**config.mk**
```make
export PLATFORM = sky130hd
export DESIGN_NAME = mem_arbiter
export DESIGN_NICKNAME = d
export VERILOG_FILES = /design/src/rtl/mem_arbiter.sv
export SDC_FILE = /design/constraint.sdc
export NUM_CORES = 1
export LEC_CHECK = 0
export CAP_MARGIN = 10
export CORE_ASPECT_RATIO = 0.7
export CORE_UTILIZATION = 35
export CTS_BUF_LIST = sky130_fd_sc_hd__clkbuf_8
export CTS_CLUSTER_DIAMETER = 100
export DETAILED_ROUTE_END_ITERATION = 16
export GPL_TIMING_DRIVEN = 0
export PLACE_DENSITY = 0.85
export SETUP_SLACK_MARGIN = 0.15
export SLEW_MARGIN = 25
export SYNTH_ARGS = -nofsm -noshare
export SYNTH_HDL_FRONTEND = slang
export SYNTH_SLANG_ARGS = --single-unit
```
**constraint.sdc**
```tcl
create_clock -name clk_i -period 3.3 [get_ports clk_i]
set_clock_uncertainty 0.15 [all_clocks]
set_input_delay 0.495 -clock clk_i [delete_from_list [all_inputs] [get_ports clk_i]]
set_output_delay 0.495 -clock clk_i [all_outputs]
set_load 0.05 [all_outputs]
```
**src/rtl/mem_arbiter.sv**
```systemverilog
// Serialises I-cache refills and D-cache refill/writeback bursts onto one memory port.
// Define MEM_ARB_ROUND_ROBIN_EN for round-robin tie-breaking; otherwise the D-cache wins ties.
module mem_arbiter #(
  parameter int ADDR_WIDTH  = 32,
  parameter int DATA_WIDTH  = 32,
  parameter int BLOCK_WORDS = 4,
  localparam int BW         = $clog2(BLOCK_WORDS)
) (
  input  logic                  clk_i,
  input  logic                  reset_i,
  input  logic                  ic_req_i,
  input  logic [ADDR_WIDTH-1:0] ic_addr_i,
  output logic                  ic_grant_o,
  output logic                  ic_rvalid_o,
  output logic                  ic_done_o,
  input  logic                  dc_req_i,
  input  logic                  dc_we_i,
  input  logic [ADDR_WIDTH-1:0] dc_addr_i,
  input  logic [DATA_WIDTH-1:0] dc_wdata_i,
  output logic                  dc_grant_o,
  output logic                  dc_rvalid_o,
  output logic                  dc_done_o,
  output logic [DATA_WIDTH-1:0] rdata_o,
  output logic [BW-1:0]         beat_o,
  output logic                  mem_req_o,
  output logic                  mem_we_o,
  output logic [ADDR_WIDTH-1:0] mem_addr_o,
  output logic [DATA_WIDTH-1:0] mem_wdata_o,
  input  logic                  mem_ready_i,
  input  logic [DATA_WIDTH-1:0] mem_rdata_i
);

  typedef enum logic [1:0] {IDLE, IC_XFER, DC_XFER, DONE} state_e;

  localparam logic [ADDR_WIDTH-1:0] STRIDE    = ADDR_WIDTH'(DATA_WIDTH / 8);
  localparam logic [BW-1:0]         LAST_BEAT = BW'(BLOCK_WORDS - 1);

  state_e                  state_q, state_d;
  logic [BW-1:0]           beat_q, beat_d;
  logic [ADDR_WIDTH-1:0]   base_q, base_d;
  logic                    we_q, we_d;
  logic                    ownerDc_q, ownerDc_d;
  logic                    dcWins;

`ifdef MEM_ARB_ROUND_ROBIN_EN
  logic                    lastDc_q, lastDc_d;

  // Reset value "last served I-cache" hands the very first tie to the D-cache.
  always_ff @(posedge clk_i) begin
    if (reset_i) lastDc_q <= 1'b0;
    else         lastDc_q <= lastDc_d;
  end

  assign dcWins = dc_req_i & (~ic_req_i | ~lastDc_q);
`else
  assign dcWins = dc_req_i;
`endif

  always_ff @(posedge clk_i) begin
    if (reset_i) begin
      state_q   <= IDLE;
      beat_q    <= '0;
      base_q    <= '0;
      we_q      <= 1'b0;
      ownerDc_q <= 1'b0;
    end else begin
      state_q   <= state_d;
      beat_q    <= beat_d;
      base_q    <= base_d;
      we_q      <= we_d;
      ownerDc_q <= ownerDc_d;
    end
  end

  always_comb begin
    state_d   = state_q;
    beat_d    = beat_q;
    base_d    = base_q;
    we_d      = we_q;
    ownerDc_d = ownerDc_q;
`ifdef MEM_ARB_ROUND_ROBIN_EN
    lastDc_d  = lastDc_q;
`endif
    unique case (state_q)
      IDLE: begin
        if (dcWins) begin
          state_d   = DC_XFER;
          base_d    = dc_addr_i;
          we_d      = dc_we_i;
          ownerDc_d = 1'b1;
          beat_d    = '0;
`ifdef MEM_ARB_ROUND_ROBIN_EN
          lastDc_d  = 1'b1;
`endif
        end else if (ic_req_i) begin
          state_d   = IC_XFER;
          base_d    = ic_addr_i;
          we_d      = 1'b0;
          ownerDc_d = 1'b0;
          beat_d    = '0;
`ifdef MEM_ARB_ROUND_ROBIN_EN
          lastDc_d  = 1'b0;
`endif
        end
      end
      IC_XFER, DC_XFER: begin
        // The beat counter wraps to zero on the final beat, leaving it clean for DONE.
        if (mem_ready_i) begin
          beat_d = beat_q + BW'(1);
          if (beat_q == LAST_BEAT) state_d = DONE;
        end
      end
      DONE:    state_d = IDLE;
      default: state_d = IDLE;
    endcase
  end

  always_comb begin
    ic_grant_o  = (state_q == IC_XFER);
    dc_grant_o  = (state_q == DC_XFER);
    mem_req_o   = ic_grant_o | dc_grant_o;
    mem_we_o    = mem_req_o & we_q;
    mem_addr_o  = mem_req_o ? (base_q + ADDR_WIDTH'(beat_q) * STRIDE) : '0;
    mem_wdata_o = (dc_grant_o & we_q) ? dc_wdata_i : '0;
    ic_rvalid_o = ic_grant_o & mem_ready_i;
    dc_rvalid_o = dc_grant_o & ~we_q & mem_ready_i;
    ic_done_o   = (state_q == DONE) & ~ownerDc_q;
    dc_done_o   = (state_q == DONE) & ownerDc_q;
    rdata_o     = mem_rdata_i;
    beat_o      = beat_q;
  end

endmodule

```
# Word level (Yosys, flattened, before mapping)

Cells that the tools add are included.

Add/sub/neg operators: 2
Equality and inequality tests: 7
Muxes and demuxes: 16
Bitwise logic cells: 10
Reduce and logical (&&, ||, !) cells: 7

Operators by type and width:

| kind                | number |
|---|---|
| $mux 32             | 4 |
| $add 32x4->32       | 1 |
| $mux 2              | 7 |
| $and 1x1->1         | 7 |
| $eq 2x2->1 const B  | 3 |
| $pmux 2 s3          | 1 |
| $reduce_and 3->1    | 2 |
| $ne 2x2->1 const B  | 2 |
| $pmux 2 s2          | 1 |
| $reduce_bool 2->1   | 2 |
| $mux 1              | 3 |
| $ne 3x3->1 const B  | 1 |
| $add 2x1->2 const B | 1 |
| $eq 2x1->1 const B  | 1 |
| $logic_not 2->1     | 1 |
| $not 1->1           | 2 |
| $reduce_and 2->1    | 1 |
| $reduce_or 2->1     | 1 |
| $or 1x1->1          | 1 |

Register bits: 38
Bits of input ports: 134
Output and inout bits: 106
Logic and storage cells: 47

# Longest topological paths before layout

Gate-level depths: netlist of the first run.

Depth after elaboration: 4
Mapped depth: 9
Depth with buffers taken out: 7

# Least setup slack after synthesis of the first run

No wires, ideal clock.

Path type: register to output
Start: reg beat_q[0], in the netlist beat_o[0]
End: out mem_addr_o[28]
Data arrival time: 3.294 ns
Data required time: 2.655 ns
Path slack: -0.639 ns
Cell stages (with the launch flop): 10
Buffers on the path: 2
Cell sequence: dfxtp_1 -> ha_1 -> inv_1 -> fa_1 -> and4b_1 -> buf_2 -> nand3_1 -> clkbuf_1 -> or4_1 -> a21oi_1

Word-level cells in the longest chain between the ends: 2

RTL lines:

| item                     | RTL line | source |
|---|---|---|
| start: declaration       | 39       | `logic [BW-1:0] beat_q, beat_d;` |
| start signal: assignment | 68       | `beat_q <= beat_d;` |
| $add 32x4->32            | 123      | `mem_addr_o = mem_req_o ? (base_q + ADDR_WIDTH'(beat_q) * STRIDE) : '0;` |
| $mux 32                  | 123      |  |
| end: declaration         | 27       | `output logic [ADDR_WIDTH-1:0] mem_addr_o,` |

No other way between the ends.

# Final worst setup path of the first run

Start: reg base_q[2]
End: out mem_addr_o[30]

Word-level cells in the longest chain between the ends: 2

RTL lines:

| item                     | RTL line | source |
|---|---|---|
| start: declaration       | 40       | `logic [ADDR_WIDTH-1:0] base_q, base_d;` |
| start signal: assignment | 69       | `base_q <= base_d;` |
| $add 32x4->32            | 123      |  |
| $mux 32                  | 123      |  |

No other way between the ends.

==> results.rst, run 1 <==
.. list-table::
   :header-rows: 1

   * - Metric
     - Value
   * - Clock net sink count
     - 38
   * - Time the final worst path needs with I/O delays and setup
     - 3.25 ns
   * - Placement Setup Slack
     - -0.560 ns
   * - Number of hold buffers added after CTS
     - 0
   * - Die Ht
     - 80.1 um
   * - Routed wirelength normalized by instance count
     - 16.8 um
   * - Wire length of the first global-routing pass
     - 17900 um
   * - Top area cells in the synthesized netlist
     - dfxtp_1 25%, mux2i_1 11%, a211oi_1 7.9%
   * - Cts bufs inserted
     - 5
   * - Fraction of final layout cells with drive strength greater than 1
     - 22.8%
   * - Antenna-violating nets left
     - 0
   * - Root cell of the clock tree
     - clkbuf_8
   * - Vias per Instance
     - 5.20
   * - Worst hold slack after final layout
     - 0.332 ns
   * - Proportion of netlist area held by the largest area contributor
     - 25.0%
   * - Kind of critical path
     - reg -> out
   * - Seq cells post-synth
     - 38
   * - Layout area overhead
     - 91.5%
   * - Nature of the critical path startpoint
     - flop
   * - Required time of the critical path
     - 2.65 ns
   * - Pwr Density
     - 583 mW/mm^2
   * - Setup slack of the most critical reg-to-reg path
     - 0.99 ns
   * - Area leader, netlist
     - dfxtp_1
   * - Max-slew headroom at the worst pin
     - 50.7%
   * - Number of primary I/O pins
     - 240
   * - Overflow left after global routing
     - 0
   * - Post-Syn Nets
     - 539
   * - DRC errors left
     - 1
   * - Critical Path AT
     - 2.61 ns
   * - Summed instance area of the synthesized netlist
     - 0.00305 sq mm
   * - Endpoint, Worst Hold
     - ownerDc_q
   * - Site Rows
     - 28
   * - Final GP Congestion
     - 0.821
   * - Initial antenna violation count
     - 0
   * - Maximum number of pins on one net before global-route repair
     - 12
   * - Clock latency on the worst-skew pair
     - 0.29 ns
   * - Worst-path clk slew
     - 0.08 ns
   * - Type of the most critical hold path
     - reg -> reg
   * - TritonCTS clock tree
     - built
   * - Overall routed net length
     - 12500 um
   * - Initial detailed-routing violation count
     - 275
   * - RSZ-0062 raised after global routing
     - yes
   * - Launching point of the worst reg2reg path
     - state_q[0]
   * - Port bufs
     - 206
   * - Routed vias
     - 3893
   * - Deepest level of the CTS H-tree
     - 2
   * - Outcome
     - finished, violations left
   * - Number of cells traversed by the worst hold path
     - 2
   * - Area of the placeable core
     - 0.00844 sq mm
   * - Effective utilization at floorplan
     - 36.1%
   * - Area of the die
     - 0.00909 sq mm
   * - NumNets Final
     - 770
   * - Transition at the pin with the smallest max-transition slack
     - 0.739 ns
   * - Timing startpoint of the critical path
     - base_q[2]
   * - Final worst slack
     - 0.0471 ns
   * - Detailed-routing iteration count for the pre-antenna-repair pass
     - 11
   * - Final Setup Violations
     - 0
   * - Post-detailed-placement half-perimeter wirelength
     - 9210 um
   * - Final hold viol count
     - 0
   * - Vias in the first global route
     - 3681
   * - Width of the die
     - 114 um
   * - Number of warning messages in the yosys log
     - 0
   * - Count of antenna diodes in the layout
     - 0
   * - Peak supply drop
     - 0.330 mV
   * - Per-instance average area after synthesis
     - 7.70 sq um
   * - Core utilization of the finished layout
     - 69.1%
   * - Sequential element share of the synthesized area
     - 25.0%
   * - All-Layer GR Usage
     - 25.0%
   * - Maximum net fanout on the critical path
     - 8
   * - Pins Over Slew Limit
     - 0
   * - R2R depth
     - 7
   * - Achievable Freq
     - 307 MHz
   * - Ratio of final minimum period to clock period
     - 98.6%
   * - Unique masters post-synth
     - 35
   * - Cell count after synthesis
     - 396
   * - Leakage power
     - 0.00265 uW
   * - Crit end category
     - output port
   * - Largest buffer count on any clock path
     - 2
   * - Capturing point of the worst reg2reg path
     - base_q[18]
   * - Number of violations of the max-capacitance limit
     - 0
   * - Violated checks
     - DRC
   * - Startpoint of the tightest hold check path
     - ownerDc_q
==> critical path, stage by stage, from the launching register on <==
cell and delay (ns):
dfxtp_2 0.37, ha_4 0.14, inv_2 0.04, fa_2 0.35
and4b_1 0.26, buf_6 0.12, nand3_4 0.07, buf_8 0.16
or4_4 0.49, a21oi_4 0.15, buf_6 0.17
==> synthesized netlist by cell type (all sizes together) <==
cell / count
nor4b: 1
nor2: 52
mux2i: 35
nand2: 18
and3: 35
buf: 43
nor4: 1
or3: 6
o31ai: 10
clkbuf: 22
nand4: 7
and4: 3
and2: 6
and4b: 1
fa: 1
a22oi: 1
dfxtp: 38
or4b: 1
xnor2: 4
nand2b: 3
o21ai: 7
nor3: 1
nand3: 9
xor2: 7
a311oi: 2
a211oi: 32
nor2b: 3
a21oi: 20
ha: 8
inv: 8
mux2: 1
or4: 10
==> registers in the layout (all words and copies together) (netlist names) <==
register / flops
base_q: 32
we_q: 1
state_q: 2
ownerDc_q: 1
beat_o: 2
==> cells in the final DEF, fill, tap and decap left out, types with 4 or more instances in the layout <==
cell type / Yosys / final
buf_6: 0 / 15
nand3_1: 8 / 7
clkbuf_4: 0 / 5
buf_4: 32 / 50
inv_1: 8 / 8
and2_1: 6 / 6
a211oi_1: 32 / 32
nand4_1: 7 / 7
buf_2: 3 / 6
o21ai_0: 7 / 7
xnor2_1: 4 / 4
a21oi_4: 0 / 5
ha_1: 8 / 6
nand2_1: 18 / 18
mux2i_1: 35 / 34
dfxtp_1: 38 / 34
and3_1: 35 / 34
nor2_1: 52 / 51
clkbuf_2: 0 / 5
o31ai_2: 0 / 6
or3_1: 6 / 4
a21oi_2: 0 / 8
buf_1: 8 / 7
dlymetal6s2s_1: 0 / 16
clkdlybuf4s50_1: 0 / 161
xor2_1: 7 / 7
or4_4: 0 / 7
clkdlybuf4s18_2: 0 / 5
clkbuf_8: 0 / 6
clkbuf_1: 22 / 15
a21oi_1: 20 / 7
==> kinds of logic (layout without fill, tap and decap cells) <==
kind of cell | Yosys count | count (layout) | synth area share, %
AOI/OAI and AO/OA | 72 | 72 | 15.6
xor gates and xnor gates | 11 | 11 | 3.16
adders and majority gates | 9 | 9 | 3.94
buffers and inverters | 73 | 305 | 13.1
DFF | 38 | 38 | 25.0
muxes | 36 | 36 | 11.9
and+or+nand+nor | 157 | 157 | 27.4
==> power by group <==
part	switching, uW	internal [uW]	leakage (uW)
clock	176	166	0.0000524
sequential	238	634	0.000317
combinational	1410	783	0.00228
==> what timing repair did <==
item,4_1_cts,5_1_grt
pin swaps,11,15
buffers inserted,5,11
resized for setup,177,62
gates cloned,0,2
endpoints found under the setup margin,33,47
==> per-stage QoR <==
stage               total power (uW)  setup TNS, ns  area, sq um  cells
floorplan                       2240              0         3150    396
global placement                2900          -8.02         5360    722
detailed placement              2960          -9.13         5360    722
CTS                             3320        -0.0255         5590    735
global route                    3600        -0.0107         5840    748
finish                          3400              0         5840    748
==> layout make-up <==
class	instances	area, sq um
Multi-Input combinational cell	285	2130
Buffer	65	427
Fill cell	666	2610
Inverter	8	30.0
Timing Repair Buffer	224	2230
Tap cell	120	150
Clock inverter	2	8.76
Clock buffer	6	82.6
Sequential cell	38	771
==> how the worst max path moves through the flow <==
stage,endpoint,slack [ns],cells past startpoint
3_5_place_dp,mem_addr_o[28],-0.56,10
2_1_floorplan,mem_addr_o[28],0.12,9
4_1_cts,mem_addr_o[26],-0.03,10
3_3_place_gp,mem_addr_o[28],-0.50,10
6_report,mem_addr_o[30],0.05,10
5_1_grt,mem_addr_o[30],-0.01,10
==> metal layers <==
| metal | global-route usage (%) | vias up | part of all wire [%] |
|---|---|---|---|
| met3 | 5.81 | 14 | 7.3 |
| met5 | 0 | - | 0 |
| met2 | 43.8 | 185 | 50 |
| met4 | 6.71 | 0 | 1.2 |
| met1 | 30.8 | 1844 | 42 |
| li1 | - | 1850 | - |
(Power assumes the default switching activity.)
==> run 2: changes to the inputs <==
--- a/config.mk
+++ b/config.mk
@@ -7,12 +7,12 @@
 export LEC_CHECK = 0
 export CAP_MARGIN = 10
 export CORE_ASPECT_RATIO = 0.7
-export CORE_UTILIZATION = 35
+export CORE_UTILIZATION = 31
 export CTS_BUF_LIST = sky130_fd_sc_hd__clkbuf_8
 export CTS_CLUSTER_DIAMETER = 100
 export DETAILED_ROUTE_END_ITERATION = 16
 export GPL_TIMING_DRIVEN = 0
-export PLACE_DENSITY = 0.85
+export PLACE_DENSITY = 0.79
 export SETUP_SLACK_MARGIN = 0.15
 export SLEW_MARGIN = 25
 export SYNTH_ARGS = -nofsm -noshare
==> constraint.sdc (replaced) <==
create_clock -name clk_i -period 2.7 [get_ports clk_i]
set_clock_uncertainty 0.15 [all_clocks]
set_input_delay 0.405 -clock clk_i [delete_from_list [all_inputs] [get_ports clk_i]]
set_output_delay 0.405 -clock clk_i [all_outputs]
set_load 0.05 [all_outputs]
==> results.rst, run 2 (synthesized netlist as in run 1, its figures left out) <==
.. list-table::
   :header-rows: 1

   * - Metric
     - Value
   * - All-Layer GR Usage
     - 23.2%
   * - RSZ-0062 raised after global routing
     - yes
   * - Pins Over Slew Limit
     - 0
   * - NumNets Final
     - 774
   * - Port bufs
     - 206
   * - Violated checks
     - setup timing
   * - Initial antenna violation count
     - 0
   * - Vias per Instance
     - 5.08
   * - Wire length of the first global-routing pass
     - 18900 um
   * - Placement Setup Slack
     - -0.941 ns
   * - Final worst slack
     - -0.484 ns
   * - Vias in the first global route
     - 3715
   * - Max-slew headroom at the worst pin
     - 44.6%
   * - Width of the die
     - 121 um
   * - Leading cell types in the layout, fill and taps excluded
     - 140 x clkdlybuf4s50_1, 44 x buf_4, 40 x nor2_1
   * - Maximum number of pins on one net before global-route repair
     - 12
   * - Most flops, register
     - base_q
   * - Post-detailed-placement half-perimeter wirelength
     - 9570 um
   * - Peak supply drop
     - 0.503 mV
   * - Flip-flop count of the largest register after layout
     - 32
   * - Most common library cell in the layout ignoring fill and taps
     - clkdlybuf4s50_1
   * - Outcome
     - finished, violations left
   * - Critical Path AT
     - 2.63 ns
   * - Die Ht
     - 85.0 um
   * - Area of the placeable core
     - 0.00929 sq mm
   * - Deepest level of the CTS H-tree
     - 2
   * - Detailed-routing iteration count for the pre-antenna-repair pass
     - 4
   * - Count of antenna diodes in the layout
     - 0
   * - Routed vias
     - 3835
   * - Pwr Density
     - 744 mW/mm^2
   * - TritonCTS clock tree
     - built
   * - Layout area overhead
     - 105%
   * - Count of filler cells inserted in the layout
     - 720
   * - Worst hold slack after final layout
     - 0.351 ns
   * - Number of hold buffers added after CTS
     - 0
   * - Leakage power
     - 0.00249 uW
   * - Kind of critical path
     - reg -> out
   * - DRC errors left
     - 0
   * - Number of violations of the max-capacitance limit
     - 0
   * - Type of the most critical hold path
     - reg -> reg
   * - Final hold viol count
     - 0
   * - Final Setup Violations
     - 22
   * - Time the final worst path needs with I/O delays and setup
     - 3.18 ns
   * - Wire length on met1
     - 5120 um
   * - Routed length on met3
     - 701 um
   * - Transition at the pin with the smallest max-transition slack
     - 0.831 ns
   * - Fraction of final layout cells with drive strength greater than 1
     - 35.3%
   * - Initial detailed-routing violation count
     - 200
   * - Clock latency on the worst-skew pair
     - 0.29 ns
   * - Ratio of final minimum period to clock period
     - 118%
   * - Number of cells after detailed placement
     - 726
   * - Largest buffer count on any clock path
     - 2
   * - Area of the die
     - 0.0102 sq mm
   * - Maximum net fanout on the critical path
     - 4
   * - Instance area after placement
     - 0.00561 sq mm
   * - Clock net sink count
     - 38
   * - Cts bufs inserted
     - 5
   * - Worst-path clk slew
     - 0.08 ns
   * - Antenna-violating nets left
     - 0
   * - Number of primary I/O pins
     - 240
   * - Post-route cell area
     - 0.00626 sq mm
   * - Filler-free cell count of the finished design
     - 755
   * - Overflow left after global routing
     - 0
   * - Routed wirelength normalized by instance count
     - 16.7 um
   * - Met2 wire length
     - 6690 um
   * - Uppermost signal routing layer after detailed routing
     - met4
   * - Required time of the critical path
     - 2.14 ns
   * - Final GP Congestion
     - 0.847
   * - Effective utilization at floorplan
     - 32.8%
   * - Crit end category
     - output port
   * - Achievable Freq
     - 314 MHz
   * - Root cell of the clock tree
     - clkbuf_8
   * - Site Rows
     - 29
   * - Nature of the critical path startpoint
     - flop
   * - Overall routed net length
     - 12600 um
-- run 2: changes by cell type in the layout (fill, tap and decap cells not counted), sizes merged, moves of 4 or more --
cell,before,now
clkbuf,33,26
dlymetal6s2s,16,0
clkdlybuf4s50,161,140
buf,80,96
clkdlybuf4s15,0,29
clkdlybuf4s18,5,1
dlygate4sd2,0,7
-- run 2: worst max-delay path: stages (launching register included) --
cell     delay, ns
dfxtp_4       0.37
ha_4          0.13
inv_2         0.03
fa_2          0.34
and4b_1       0.27
buf_6         0.11
nand3_4       0.08
buf_8         0.16
or4_4         0.49
a21oi_4       0.17
buf_6         0.17
-- run 2: through the flow --
| step | TNS [ns] | total power, uW | utilization (%) |
|---|---|---|---|
| detailed placement | -20.42 | 3890 | 60.4 |
| floorplan | -2.28 | 3000 | - |
| CTS | -8.00 | 4560 | 65.9 |
| global placement | -19.88 | 3820 | 60.4 |
| global route | -8.80 | 4900 | 67.4 |
| finish | -7.43 | 4660 | 67.4 |
-- run 2: layer usage --
layer / GRT usage (%) / vias to the layer above
li1: - / 1851
met1: 28.7 / 1844
met2: 43.0 / 133
met3: 3.36 / 7
met4: 4.04 / 0
met5: 0 / -
-- run 2: path summary, 6_finish.rpt --
path	from	to	slack, ns	cells past startpoint
setup / recovery	base_q[2]	mem_addr_o[30]	-0.48	10
hold / removal	base_q[0]	base_q[0]	0.35	2
setup reg to reg	state_q[0]	base_q[1]	0.43	7
hold reg to reg	base_q[0]	base_q[0]	0.35	2
-- run 2: where the power goes --
| part | total, uW | internal (uW) | switching (uW) |
|---|---|---|---|
| sequential | 1100 | 790 | 312 |
| combinational | 3050 | 1160 | 1890 |
| clock | 505 | 296 | 209 |
-- run 2: cell type report --
| type | instances | area [sq um] | share of cell area [%] |
|---|---|---|---|
| clock buffers | 6 | 82.6 | 1.32 |
| repair buffers | 228 | 2320 | 37.1 |
| well taps | 124 | 155 | 2.48 |
| clock inverters | 1 | 30.0 | 0.480 |
| flip-flops and latches | 38 | 786 | 12.6 |
| multi-input cells | 285 | 2390 | 38.3 |
| plain buffers | 65 | 459 | 7.34 |
| inverters | 8 | 30.0 | 0.480 |
-- run 2: timing repair --
item / CTS / global route
endpoints found under the setup margin: 66 / 47
pin swaps: 20 / 22
gates cloned: 2 / 0
resized for setup: 350 / 34
setup buffers: 15 / 5
